--- config.mk ---
export PLATFORM = sky130hd
export DESIGN_NAME = music_player
export DESIGN_NICKNAME = d
export VERILOG_FILES = /design/src/rtl/music_player_pkg.sv /design/src/rtl/music_player_tone_gen.sv /design/src/rtl/music_player.sv
export SDC_FILE = /design/constraint.sdc
export NUM_CORES = 1
export LEC_CHECK = 0
export CORE_MARGIN = 5
export CORE_UTILIZATION = 40
export DETAILED_ROUTE_END_ITERATION = 12
export PLACE_DENSITY_LB_ADDON = 0.3
export SYNTH_ARGS = -nofsm -noshare
export SYNTH_HDL_FRONTEND = slang
export SYNTH_SLANG_ARGS = --single-unit
--- constraint.sdc ---
create_clock -name clk -period 6.5 [get_ports clk]
set_clock_uncertainty 0.05 [all_clocks]
set_input_delay 1.3 -clock clk [delete_from_list [all_inputs] [get_ports clk]]
set_output_delay 1.3 -clock clk [all_outputs]
set_load 0.05 [all_outputs]
--- src/rtl/music_player_pkg.sv ---
// Shared types and score constants for the music player.
// Note values are half-periods in 50 MHz clocks; durations are in eighth-note units.
package music_player_pkg;

  typedef enum logic [1:0] {
    StIdle,
    StFetch,
    StPlay
  } state_e;

  localparam int unsigned EIGHTH        = 1;
  localparam int unsigned QUARTER       = 2;
  localparam int unsigned QUARTEREIGHTH = 3;
  localparam int unsigned HALF          = 4;
  localparam int unsigned ONE           = 8;
  localparam int unsigned TWO           = 16;

  localparam int unsigned C4 = 95556;
  localparam int unsigned D4 = 85131;
  localparam int unsigned E4 = 75843;
  localparam int unsigned F4 = 71586;
  localparam int unsigned G4 = 63776;
  localparam int unsigned A4 = 56818;
  localparam int unsigned B4 = 50619;
  localparam int unsigned C5 = 47778;
  localparam int unsigned D5 = 42566;

  // Any half-period at or below this value is a rest.
  localparam int unsigned SP = 1;

endpackage

--- src/rtl/music_player_tone_gen.sv ---
// Square-wave tone generator: toggles its phase every note_i enabled clocks.
// The output is gated low while disabled or when the note is a rest.
module tone_gen
  import music_player_pkg::*;
#(
  parameter int unsigned NOTE_W = 20
) (
  input  logic              clk_i,
  input  logic              rst_i,
  input  logic              clear_i,
  input  logic              en_i,
  input  logic [NOTE_W-1:0] note_i,
  output logic              speaker_o
);

  logic [NOTE_W-1:0] cnt_q, cnt_d;
  logic              phase_q, phase_d;
  logic              rest;

  assign rest = (note_i <= NOTE_W'(SP));

  always_comb begin
    cnt_d   = cnt_q;
    phase_d = phase_q;
    if (clear_i) begin
      cnt_d   = '0;
      phase_d = 1'b0;
    end else if (en_i && !rest) begin
      if (cnt_q == note_i - NOTE_W'(1)) begin
        cnt_d   = '0;
        phase_d = ~phase_q;
      end else begin
        cnt_d = cnt_q + NOTE_W'(1);
      end
    end
  end

  always_ff @(posedge clk_i) begin
    if (rst_i) begin
      cnt_q   <= '0;
      phase_q <= 1'b0;
    end else begin
      cnt_q   <= cnt_d;
      phase_q <= phase_d;
    end
  end

  assign speaker_o = phase_q & en_i & ~rest;

endmodule

--- src/rtl/music_player.sv ---
// Score sequencer: walks an external score table, playing each note for its
// duration through tone_gen, with pause, stop and optional looping.
module music_player
  import music_player_pkg::*;
#(
  parameter int unsigned ADDR_W       = 10,
  parameter int unsigned NOTE_W       = 20,
  parameter int unsigned DUR_W        = 5,
  parameter int unsigned EIGHTH_TICKS = 12_500_000
) (
  input  logic              clk,
  input  logic              rst,
  input  logic              start,
  input  logic              stop,
  input  logic              pause,
  input  logic              loop_en,
  input  logic [ADDR_W-1:0] last_idx,
  output logic [ADDR_W-1:0] score_addr,
  input  logic [NOTE_W-1:0] score_note,
  input  logic [DUR_W-1:0]  score_dur,
  output logic              speaker,
  output logic              busy,
  output logic              done
);

  // Wide enough for the longest note, (2^DUR_W - 1) eighths, without wrapping.
  localparam int unsigned CntW = DUR_W + $clog2(EIGHTH_TICKS + 1);

  state_e            state_q, state_d;
  logic [ADDR_W-1:0] addr_q, addr_d;
  logic [NOTE_W-1:0] note_q, note_d;
  logic [DUR_W-1:0]  dur_q, dur_d;
  logic [CntW-1:0]   dur_cnt_q, dur_cnt_d;
  logic              done_q, done_d;

  logic [DUR_W-1:0]  dur_eff;
  logic [CntW-1:0]   dur_last;
  logic              play_en;
  logic              note_end;
  logic              tone_clear;

  assign dur_eff    = (dur_q == '0) ? DUR_W'(1) : dur_q;
  assign dur_last   = CntW'(dur_eff) * CntW'(EIGHTH_TICKS) - CntW'(1);
  assign play_en    = (state_q == StPlay) && !pause;
  assign note_end   = play_en && (dur_cnt_q == dur_last);
  assign tone_clear = (state_q == StFetch);

  always_comb begin
    state_d   = state_q;
    addr_d    = addr_q;
    note_d    = note_q;
    dur_d     = dur_q;
    dur_cnt_d = dur_cnt_q;
    done_d    = 1'b0;
    unique case (state_q)
      StIdle: begin
        if (start && !stop) begin
          state_d = StFetch;
          addr_d  = '0;
        end
      end
      StFetch: begin
        if (stop) begin
          state_d = StIdle;
          addr_d  = '0;
        end else begin
          note_d    = score_note;
          dur_d     = score_dur;
          dur_cnt_d = '0;
          state_d   = StPlay;
        end
      end
      StPlay: begin
        if (stop) begin
          state_d = StIdle;
          addr_d  = '0;
        end else if (note_end) begin
          // >= keeps the index from running away if last_idx shrank mid-song.
          if (addr_q < last_idx) begin
            addr_d  = addr_q + ADDR_W'(1);
            state_d = StFetch;
          end else if (loop_en) begin
            addr_d  = '0;
            state_d = StFetch;
          end else begin
            addr_d  = '0;
            done_d  = 1'b1;
            state_d = StIdle;
          end
        end else if (play_en) begin
          dur_cnt_d = dur_cnt_q + CntW'(1);
        end
      end
      default: begin
        state_d = StIdle;
        addr_d  = '0;
      end
    endcase
  end

  always_ff @(posedge clk) begin
    if (rst) begin
      state_q   <= StIdle;
      addr_q    <= '0;
      note_q    <= '0;
      dur_q     <= '0;
      dur_cnt_q <= '0;
      done_q    <= 1'b0;
    end else begin
      state_q   <= state_d;
      addr_q    <= addr_d;
      note_q    <= note_d;
      dur_q     <= dur_d;
      dur_cnt_q <= dur_cnt_d;
      done_q    <= done_d;
    end
  end

  tone_gen #(
    .NOTE_W(NOTE_W)
  ) u_tone_gen (
    .clk_i    (clk),
    .rst_i    (rst),
    .clear_i  (tone_clear),
    .en_i     (play_en),
    .note_i   (note_q),
    .speaker_o(speaker)
  );

  assign score_addr = addr_q;
  assign busy       = (state_q != StIdle);
  assign done       = done_q;

endmodule
### Word-level counts from Yosys, hierarchy flattened

Cells that the tools add are included.

* register bits: 88
* input bits: 41
* output and inout bits: 13
* word-level logic and storage cells: 73

* add/subtract/negate cells: 5
* $mul: 1
* order comparisons: 2
* equality and inequality tests: 11
* mux-type cells: 21
* bitwise gates (word level): 7
* reductions and logical operators: 18

Operators by type and width (number)
* 29-bit 2-to-1 mux: 4
* 29-bit one-hot mux with 2 select lines: 1
* 10-bit 2-to-1 mux: 5
* 10-bit one-hot mux with 3 select lines: 1
* 29-bit by 1-bit adder with 29-bit output, second input constant: 1
* 29-bit == test: 1
* 29-bit by 1-bit subtractor with 29-bit output, second input constant: 1
* 5-bit by 19-bit multiplier with 24-bit output, second input constant: 1
* 20-bit by 1-bit adder with 20-bit output, second input constant: 1
* 20-bit == test: 1
* 20-bit by 1-bit less-or-equal comparator with 1-bit output, second input constant: 1
* 20-bit 2-to-1 mux: 1
* 20-bit by 1-bit subtractor with 20-bit output, second input constant: 1
* 2-bit != test, second input constant: 6
* 10-bit by 1-bit adder with 10-bit output, second input constant: 1
* 10-bit < comparator: 1
* 2-bit 2-to-1 mux: 4
* 2-bit one-hot mux with 3 select lines: 1
* 2-bit AND reduction: 3
* 5-bit logical NOT: 1
* 5-bit 2-to-1 mux: 1
* 1-bit inverter: 5
* 5-bit AND reduction: 1
* 5-bit OR reduction: 1
* 11 further kinds: 20

### Depth between registers and ports, before layout

Gate-level depths: netlist of run 1.

* depth in word-level cells: 9
* depth in mapped cells: 28

### By module

Synthesis of run 1 repeated with hierarchy kept, for this count alone.

* cells, all modules: 950
* area total of the unflattened synthesis: 7527.2 um^2

Modules (own cells, without submodules)
* music_player: instances 1, cells each 747, area an instance 5898.2 um^2, sequential area each 1341.3 um^2
* tone_gen: instances 1, cells each 203, area an instance 1629.1 um^2, sequential area each 420.4 um^2

### Least setup slack after synthesis of run 1

Ideal clock, no wire load.

* path type: register to register
* from: reg dur_q[3]
* to: reg addr_q[0] (netlist: score_addr[0])
* setup time: 121 ps
* arrival: 6429 ps
* setup slack: -99 ps
* cell stages (with the launch flop): 26
* period minus slack after synthesis: 6599 ps
* cell sequence: dfxtp_1 -> inv_1 -> ha_1 -> or3b_2 -> o21ai_0 -> ha_1 -> ha_1 -> inv_1 -> fa_1 -> inv_1 -> fa_1 -> ha_1 -> buf_2 -> a21oi_1 -> o21ai_0 -> a22o_1 -> or3_1 -> buf_4 -> xnor2_2 -> or4b_4 -> a2111oi_4 -> o2111ai_2 -> a211oi_2 -> buf_4 -> nor2_1 -> mux2_2

* cells in the longest elaborated chain, start to end: 8

RTL lines
* start: declaration: line music_player.sv:32 `logic [DUR_W-1:0] dur_q, dur_d;`
* start signal: assignment: line music_player.sv:113 `dur_q <= dur_d;`
* 5-bit logical NOT: line music_player.sv:42 `assign dur_eff = (dur_q == '0) ? DUR_W'(1) : dur_q;`
* 5-bit 2-to-1 mux (*): line music_player.sv:42
* 5-bit by 19-bit multiplier with 24-bit output (*): line music_player.sv:43 `assign dur_last = CntW'(dur_eff) * CntW'(EIGHTH_TICKS) - CntW'(1);`
* 29-bit by 1-bit subtractor with 29-bit output (*): line music_player.sv:43
* 29-bit == test (*): line music_player.sv:45 `assign note_end = play_en && (dur_cnt_q == dur_last);`
* 1-bit logical AND (*): line music_player.sv:45
* 3-bit != test (no source line) (*)
* 3-bit AND reduction (no source line) (*)
* end signal: assignment: line music_player.sv:111 `addr_q <= addr_d;`
* end: declaration: line music_player.sv:30 `logic [ADDR_W-1:0] addr_q, addr_d;`

Mark *: on every way between the ends. The rest lies on a longest branch, timed or not.
A chain may end at the register's enable or synchronous reset.

### Worst setup path after layout of run 1

Same ends and word-level chain as after synthesis.

==> results of run 1 <==
-- metrics by stage --
step | setup TNS (ns) | total power, W | hold WS [ns] | setup WS, ns | instances
final | 0 | 0.00147 | 0.442 | 0.232 | 1303
after global routing | -0.651 | 0.00154 | 0.465 | -0.0539 | 1303
after CTS | 0 | 0.00142 | 0.442 | 0.00718 | 1286
after detailed placement | -1.02 | 0.000891 | 0.429 | -0.100 | 1268
after global placement | 0 | 0.000890 | 0.419 | 0.0481 | 1268
after floorplan | 0 | 0.000784 | 0.404 | 0.0110 | 972
-- flip-flops by register name, summed over array words and instances (netlist names) --
register / count
state_q: 2
u_tone_gen.phase_q: 1
u_tone_gen.cnt_q: 20
score_addr: 10
dur_cnt_q: 29
note_q: 20
dur_q: 5
done: 1
-- worst max-delay path by stage --
| stage | from | end | slack (ns) | depth (start not counted) |
|---|---|---|---|---|
| 3_5_place_dp | dur_q[2]$_SDFFE_PP0P_ | score_addr[8]$_SDFFE_PP0P_ | -0.10 | 25 |
| 2_1_floorplan | dur_q[3]$_SDFFE_PP0P_ | score_addr[0]$_SDFFE_PP0P_ | 0.01 | 25 |
| 4_1_cts | dur_q[2]$_SDFFE_PP0P_ | score_addr[8]$_SDFFE_PP0P_ | 0.007 | 24 |
| 6_report | dur_q[3]$_SDFFE_PP0P_ | score_addr[0]$_SDFFE_PP0P_ | 0.23 | 24 |
| 5_1_grt | dur_q[3]$_SDFFE_PP0P_ | dur_cnt_q[13]$_SDFFE_PP0P_ | -0.05 | 28 |
| 3_3_place_gp | dur_q[2]$_SDFFE_PP0P_ | score_addr[0]$_SDFFE_PP0P_ | 0.05 | 25 |
-- cell usage after synthesis (all sizes together) (8+ instances only) --
master    n
a21o     21
a21oi    59
a22o      9
and2      9
and3     14
buf      10
clkbuf   36
dfxtp    88
fa       14
ha       50
inv      52
nand2   131
nand2b   12
nand3    39
nand4    23
nor2     86
nor3     23
o211ai   23
o21a      8
o21ai    32
or3      16
or4      17
xnor2    40
xor2     46
-- metal layers --
metal / vias to the layer above / global-route usage, % / routed length (um)
met5: - / 0 / 0
met4: 0 / 4.10 / 217
met3: 14 / 2.22 / 574
met2: 126 / 28.1 / 9230
met1: 3416 / 24.7 / 9850
li1: 3646 / - / -
-- where the power goes --
part	leakage (nW)	switching, W	internal (W)
sequential	0.711	0.00000528	0.000543
clock	0.153	0.000220	0.000310
combinational	2.98	0.000204	0.000183
-- area by class of cell --
class	instances	share of cell area, %
well taps	234	3.10
flip-flops and latches	88	18.7
repair buffers	127	12.1
clock inverters	6	0.702
multi-input cells	786	60.8
inverters	52	2.07
clock buffers	10	2.53
-- worst reg2reg max path: cells and delay by family (launching register included) --
family	cells	cell delay, ns
AND/OR/NAND/NOR	4	1.32
AO/OA/AOI/OAI	7	1.57
multiplexers	1	0.28
flip-flops	1	0.33
adder cells (fa/ha/maj)	6	1.97
buffers and inverters	5	0.53
XOR/XNOR	1	0.13
-- repair_timing --
item                                    in CTS  in global routing
pin swaps                                    1                 27
endpoints found under the setup margin      22                 42
setup buffers                                2                 16
cloned                                       0                  1
resized for setup                            6                 63
-- cells by family (layout without fill, tap and decap cells) --
logic type               count (synthesis)  count (layout)  share of synthesized area, %
buffers and inverters                   98             195                          5.18
XOR/XNOR                                89              89                          11.0
AND/OR/NAND/NOR                        413             413                          27.4
adder cells (fa/ha/maj)                 64              64                          12.1
multiplexers                            10              10                          1.40
AO/OA/AOI/OAI                          210             210                          19.5
flip-flops                              88              88                          23.5
==> results.cfg, run 1 <==
[die]
num_rows = 50
initial_utilization_pct = 40.4
placeableCoreArea_um2 = 18600
ioPinCount = 54
die-width_um = 147
dieArea_um2 = 21600
die_height_um = 147

[clocking]
latest_clock_arrival_within_the_worst_skew_pair_ns = 0.34
ctsHoldBuffers = 0
worst_setup_hold_path_clk_slew_ns = 0.07
maximum_clock_path_buffer_count = 2
clock_sinks = 88
clock-root-buffer = sky130_fd_sc_hd__clkbuf_16
cts_inserted_buffers = 9
cts_max_level = 3
tritoncts_clock_tree = done

[layout]
finish.instance_area_um2 = 9450
mostFrequentLayoutCells = sky130_fd_sc_hd__nand2_1 (130), sky130_fd_sc_hd__dfxtp_1 (86), sky130_fd_sc_hd__nor2_1 (83)
area.growth.synth_to_final_pct = 25.9
commonest_non_fill_non_tap_cell_in_the_layout = sky130_fd_sc_hd__nand2_1
fin_util_pct = 50.9
seq_area_um2 = 1760
drive_gt1_share_pct = 16.1
final.fill_count = 1767
multi_input_gate_area_um2 = 5750
design.final.nets = 1169
antenna-diode-count = 0

[synth]
synth_top_cell_by_area = sky130_fd_sc_hd__dfxtp_1
yosysSeqAreaShare_pct = 23.5
synthArstFlopShare_pct = 0
yosys.area.top_type_share_pct = 23.5
mappedNetlistArea_um2 = 7510
number_of_flops_mapped_to_enable_cells_by_yosys = 0
dominantRegCellSynth = sky130_fd_sc_hd__dfxtp_1
synthTopCellsByArea = sky130_fd_sc_hd__dfxtp_1 (23%), sky130_fd_sc_hd__ha_1 (8.3%), sky130_fd_sc_hd__nand2_1 (6.5%)
yosys_warnings = 0
synthesis.nets = 1077
synthesis.area_per_instance_um2 = 7.73
number_of_unique_standard_cell_types_used_by_synthesis = 75
post_synth_inst_count = 972
ys_ff_latch = 88

[worst_hold_path]
min_delay_path_depth = 2
min_from = note_q[16]$_SDFFE_PP0P_
hp-class = register to register
timing.hold.worst_endpoint = note_q[16]$_SDFFE_PP0P_

[timing]
max_slew_violation_total_from_the_final_report = 0
max_slew.worst_pin.slew_ns = 1.08
layout_min_cycle_time_ns = 6.27
slew_headroom_pct = 27.9
finalCritPeriodShare_pct = 96.4
finalSetupViolations = 0
achievable-frequency_mhz = 160
final-hold-violation-count = 0

[critical_path]
crit_path_top_delay_cell = sky130_fd_sc_hd__fa_2
worstReg2RegEnd = score_addr[0]$_SDFFE_PP0P_
ff2ff_path_depth = 24
worstSetupEndpointType = register
worstSetupPathType = register to register
cp_cell_sequence = inv_2, ha_4, or3b_4, o21ai_4, ha_4, ha_4, inv_1, fa_2, inv_1, fa_2, ha_4, a21oi_4, o21ai_1, a22o_1, or3_4, buf_12, xnor2_2, or4b_4, a2111oi_4, o2111ai_4, a211oi_2, buf_4, nor2_1, mux2_2
cp_common_cell = sky130_fd_sc_hd__ha_4
timing.critical_path.max_delay_family = adder cells
cp_slowest_stage_delay_ns = 0.58
type_of_origin_of_the_critical_path = register
rr_startpoint = dur_q[3]$_SDFFE_PP0P_
arrival_ns = 6.45
required_ns = 6.68
critical_path_peak_fanout = 6
critical_path_buf_inv_count = 5
timing.reg2reg.setup_slack_ns = 0.23

[grt]
grt_start_max_net_pins = 30
number_of_antenna_violations_at_the_first_check_in_global_routing = 0
globalRouteOverflowTotal = 0
grt_pass1_vias = 6501
global_route_wire_length_before_repair_mm = 31.6
track_usage_pct = 17.4

[detailed_routing]
drt-vias-per-instance = 5.53
detail_route.wl_per_cell_um = 15.3
drtAntennaViolNets = 0
drt_iter0_drc = 327
via_count = 7202
drt_first_pass_iters = 4
drt_wl_total_mm = 19.9
route.detailed.drc = 0

[placement]
dp_hpwl_mm = 15.0
port_buffers = 53
gp_congestion = 0.902
placed_area_um2 = 8580

[flow_run]
maxCapViolations = 0

[power_and_ir_drop]
power-per-cell-area_nw_per_um2 = 155
cellLeakagePower_nw = 3.84
vdd.ir_drop.worst_v = 0.000136

[outcome]
outcome = complete, no violations
Note: power is estimated with default switching activity, not from simulation.
==> run 2: changes to the inputs <==
--- a/config.mk
+++ b/config.mk
@@ -6,7 +6,7 @@
 export NUM_CORES = 1
 export LEC_CHECK = 0
 export CORE_MARGIN = 5
-export CORE_UTILIZATION = 40
+export CORE_UTILIZATION = 50
 export DETAILED_ROUTE_END_ITERATION = 12
 export PLACE_DENSITY_LB_ADDON = 0.3
 export SYNTH_ARGS = -nofsm -noshare
==> results.cfg, run 2 (same netlist as run 1, synthesis figures left out) <==
[die]
ioPinCount = 54
die_height_um = 133
die-width_um = 133
initial_utilization_pct = 51.3
num_rows = 44
placeableCoreArea_um2 = 14600
dieArea_um2 = 17600

[detailed_routing]
drt-vias-per-instance = 5.90
drt_first_pass_iters = 5
drt_wl_total_mm = 19.4
via_count = 7220
drtAntennaViolNets = 0
detail_route.wl_per_cell_um = 15.8
route.detailed.drc = 0
drt_iter0_drc = 621

[critical_path]
rr_startpoint = dur_q[2]$_SDFFE_PP0P_
arrival_ns = 6.52
cp-startpoint = dur_q[2]$_SDFFE_PP0P_
cp_slowest_stage_delay_ns = 0.47
worstSetupPathType = register to register
crit_path_top_delay_cell = sky130_fd_sc_hd__fa_1
critical_path_peak_fanout = 6
worstSetupEndpointType = register
required_ns = 6.68
type_of_origin_of_the_critical_path = register

[power_and_ir_drop]
power-per-cell-area_nw_per_um2 = 157
vdd.ir_drop.worst_v = 0.000104
cellLeakagePower_nw = 3.66

[timing]
achievable-frequency_mhz = 158
max_slew_violation_total_from_the_final_report = 0
max_slew.worst_pin.slew_ns = 1.05
slew_headroom_pct = 30.2
layout_setup_ws_ns = 0.161
layout_min_cycle_time_ns = 6.34
final-hold-violation-count = 0
finalSetupViolations = 0
hold_ws_ns = 0.425
finalCritPeriodShare_pct = 97.5

[layout]
largest_reg_flops = 29
antenna-diode-count = 0
design.final.nets = 1141
drive_gt1_share_pct = 13.1
commonest_non_fill_non_tap_cell_in_the_layout = sky130_fd_sc_hd__nand2_1
registers.top_by_ff_count = dur_cnt_q
mostFrequentLayoutCells = sky130_fd_sc_hd__nand2_1 (128), sky130_fd_sc_hd__dfxtp_1 (88), sky130_fd_sc_hd__nor2_1 (84)
largest_registers = dur_cnt_q (29), note_q (20), u_tone_gen.cnt_q (20)
area.growth.synth_to_final_pct = 20.8

[worst_hold_path]
min_from = note_q[16]$_SDFFE_PP0P_
hp-class = register to register

[clocking]
tritoncts_clock_tree = done
clock-root-buffer = sky130_fd_sc_hd__clkbuf_16
cts_inserted_buffers = 9
clock_sinks = 88
cts_max_level = 3
maximum_clock_path_buffer_count = 2
latest_clock_arrival_within_the_worst_skew_pair_ns = 0.34
worst_setup_hold_path_clk_slew_ns = 0.06

[grt]
global_route_met2_usage_pct = 31.8
global_route_wire_length_before_repair_mm = 30.5
grt_pass1_vias = 6423
gr-usage-met3_pct = 3.34
grtUsageMet1_pct = 29.1
globalRouteOverflowTotal = 0
track_usage_pct = 20.3
grt_start_max_net_pins = 30
busiest_layer = met2
number_of_antenna_violations_at_the_first_check_in_global_routing = 0

[placement]
gp_congestion = 0.961
preCtsSetupSlack_ns = -0.129
port_buffers = 53
dp_hpwl_mm = 14.4

[flow_run]
maxCapViolations = 0

[outcome]
outcome = complete, no violations
## run 2: power by group
group | internal (W) | switching (W) | total (W)
Combinational | 0.000165 | 0.000199 | 0.000364
Clock | 0.000297 | 0.000212 | 0.000509
Sequential | 0.000543 | 0.00000511 | 0.000549
Total | 0.00100 | 0.000416 | 0.00142
## run 2: metrics by stage
stage | area (um^2) | util (%) | TNS, ns | power (W) | instances
floorplan | 7510 | - | 0 | 0.000784 | 972
finish | 9070 | 61.9 | 0 | 0.00142 | 1224
global placement | 8380 | 57.2 | 0 | 0.000876 | 1201
CTS | 8710 | 59.5 | 0 | 0.00139 | 1216
global route | 9070 | 61.9 | -0.618 | 0.00148 | 1224
detailed placement | 8380 | 57.2 | -1.19 | 0.000879 | 1201
## run 2: per-layer routing
metal / wire length [um] / up-vias / part of all wire (%)
li1: - / 3596 / -
met1: 9130 / 3373 / 47
met2: 8800 / 219 / 45
met3: 1150 / 32 / 5.9
met4: 319 / 0 / 1.6
met5: 0 / - / 0
## run 2: layout make-up
class	instances	area [um^2]
clock buffer	10	229
multi-input combinational	786	5680
inverter	52	195
tap	184	230
clock inverter	5	57.6
fill	1300	5570
timing repair buffer	99	913
sequential	88	1760
## run 2: final timing paths
| check | end | slack (ns) | cells after the start |
|---|---|---|---|
| min | note_q[16]$_SDFFE_PP0P_ | 0.42 | 2 |
| min reg2reg | note_q[16]$_SDFFE_PP0P_ | 0.42 | 2 |
| max reg2reg | score_addr[9]$_SDFFE_PP0P_ | 0.16 | 25 |
| max | score_addr[9]$_SDFFE_PP0P_ | 0.16 | 25 |
## run 2: worst max-delay path, delay by kind of cell (launching register included)
| family | cells | cell delay (ns) |
|---|---|---|
| buf+inv | 5 | 0.56 |
| flops | 1 | 0.31 |
| xor+xnor | 1 | 0.22 |
| fa+ha+maj | 6 | 1.88 |
| compound gates | 10 | 2.05 |
| simple gates | 3 | 1.16 |
## run 2: timing repair
| action | in CTS | in global routing |
|---|---|---|
| gates resized for setup | 13 | 51 |
| hold buffers | 0 | 0 |
| gates cloned | 0 | 2 |
| endpoints found under the setup margin | 20 | 41 |
| setup buffers | 0 | 6 |
| pin swaps | 2 | 25 |
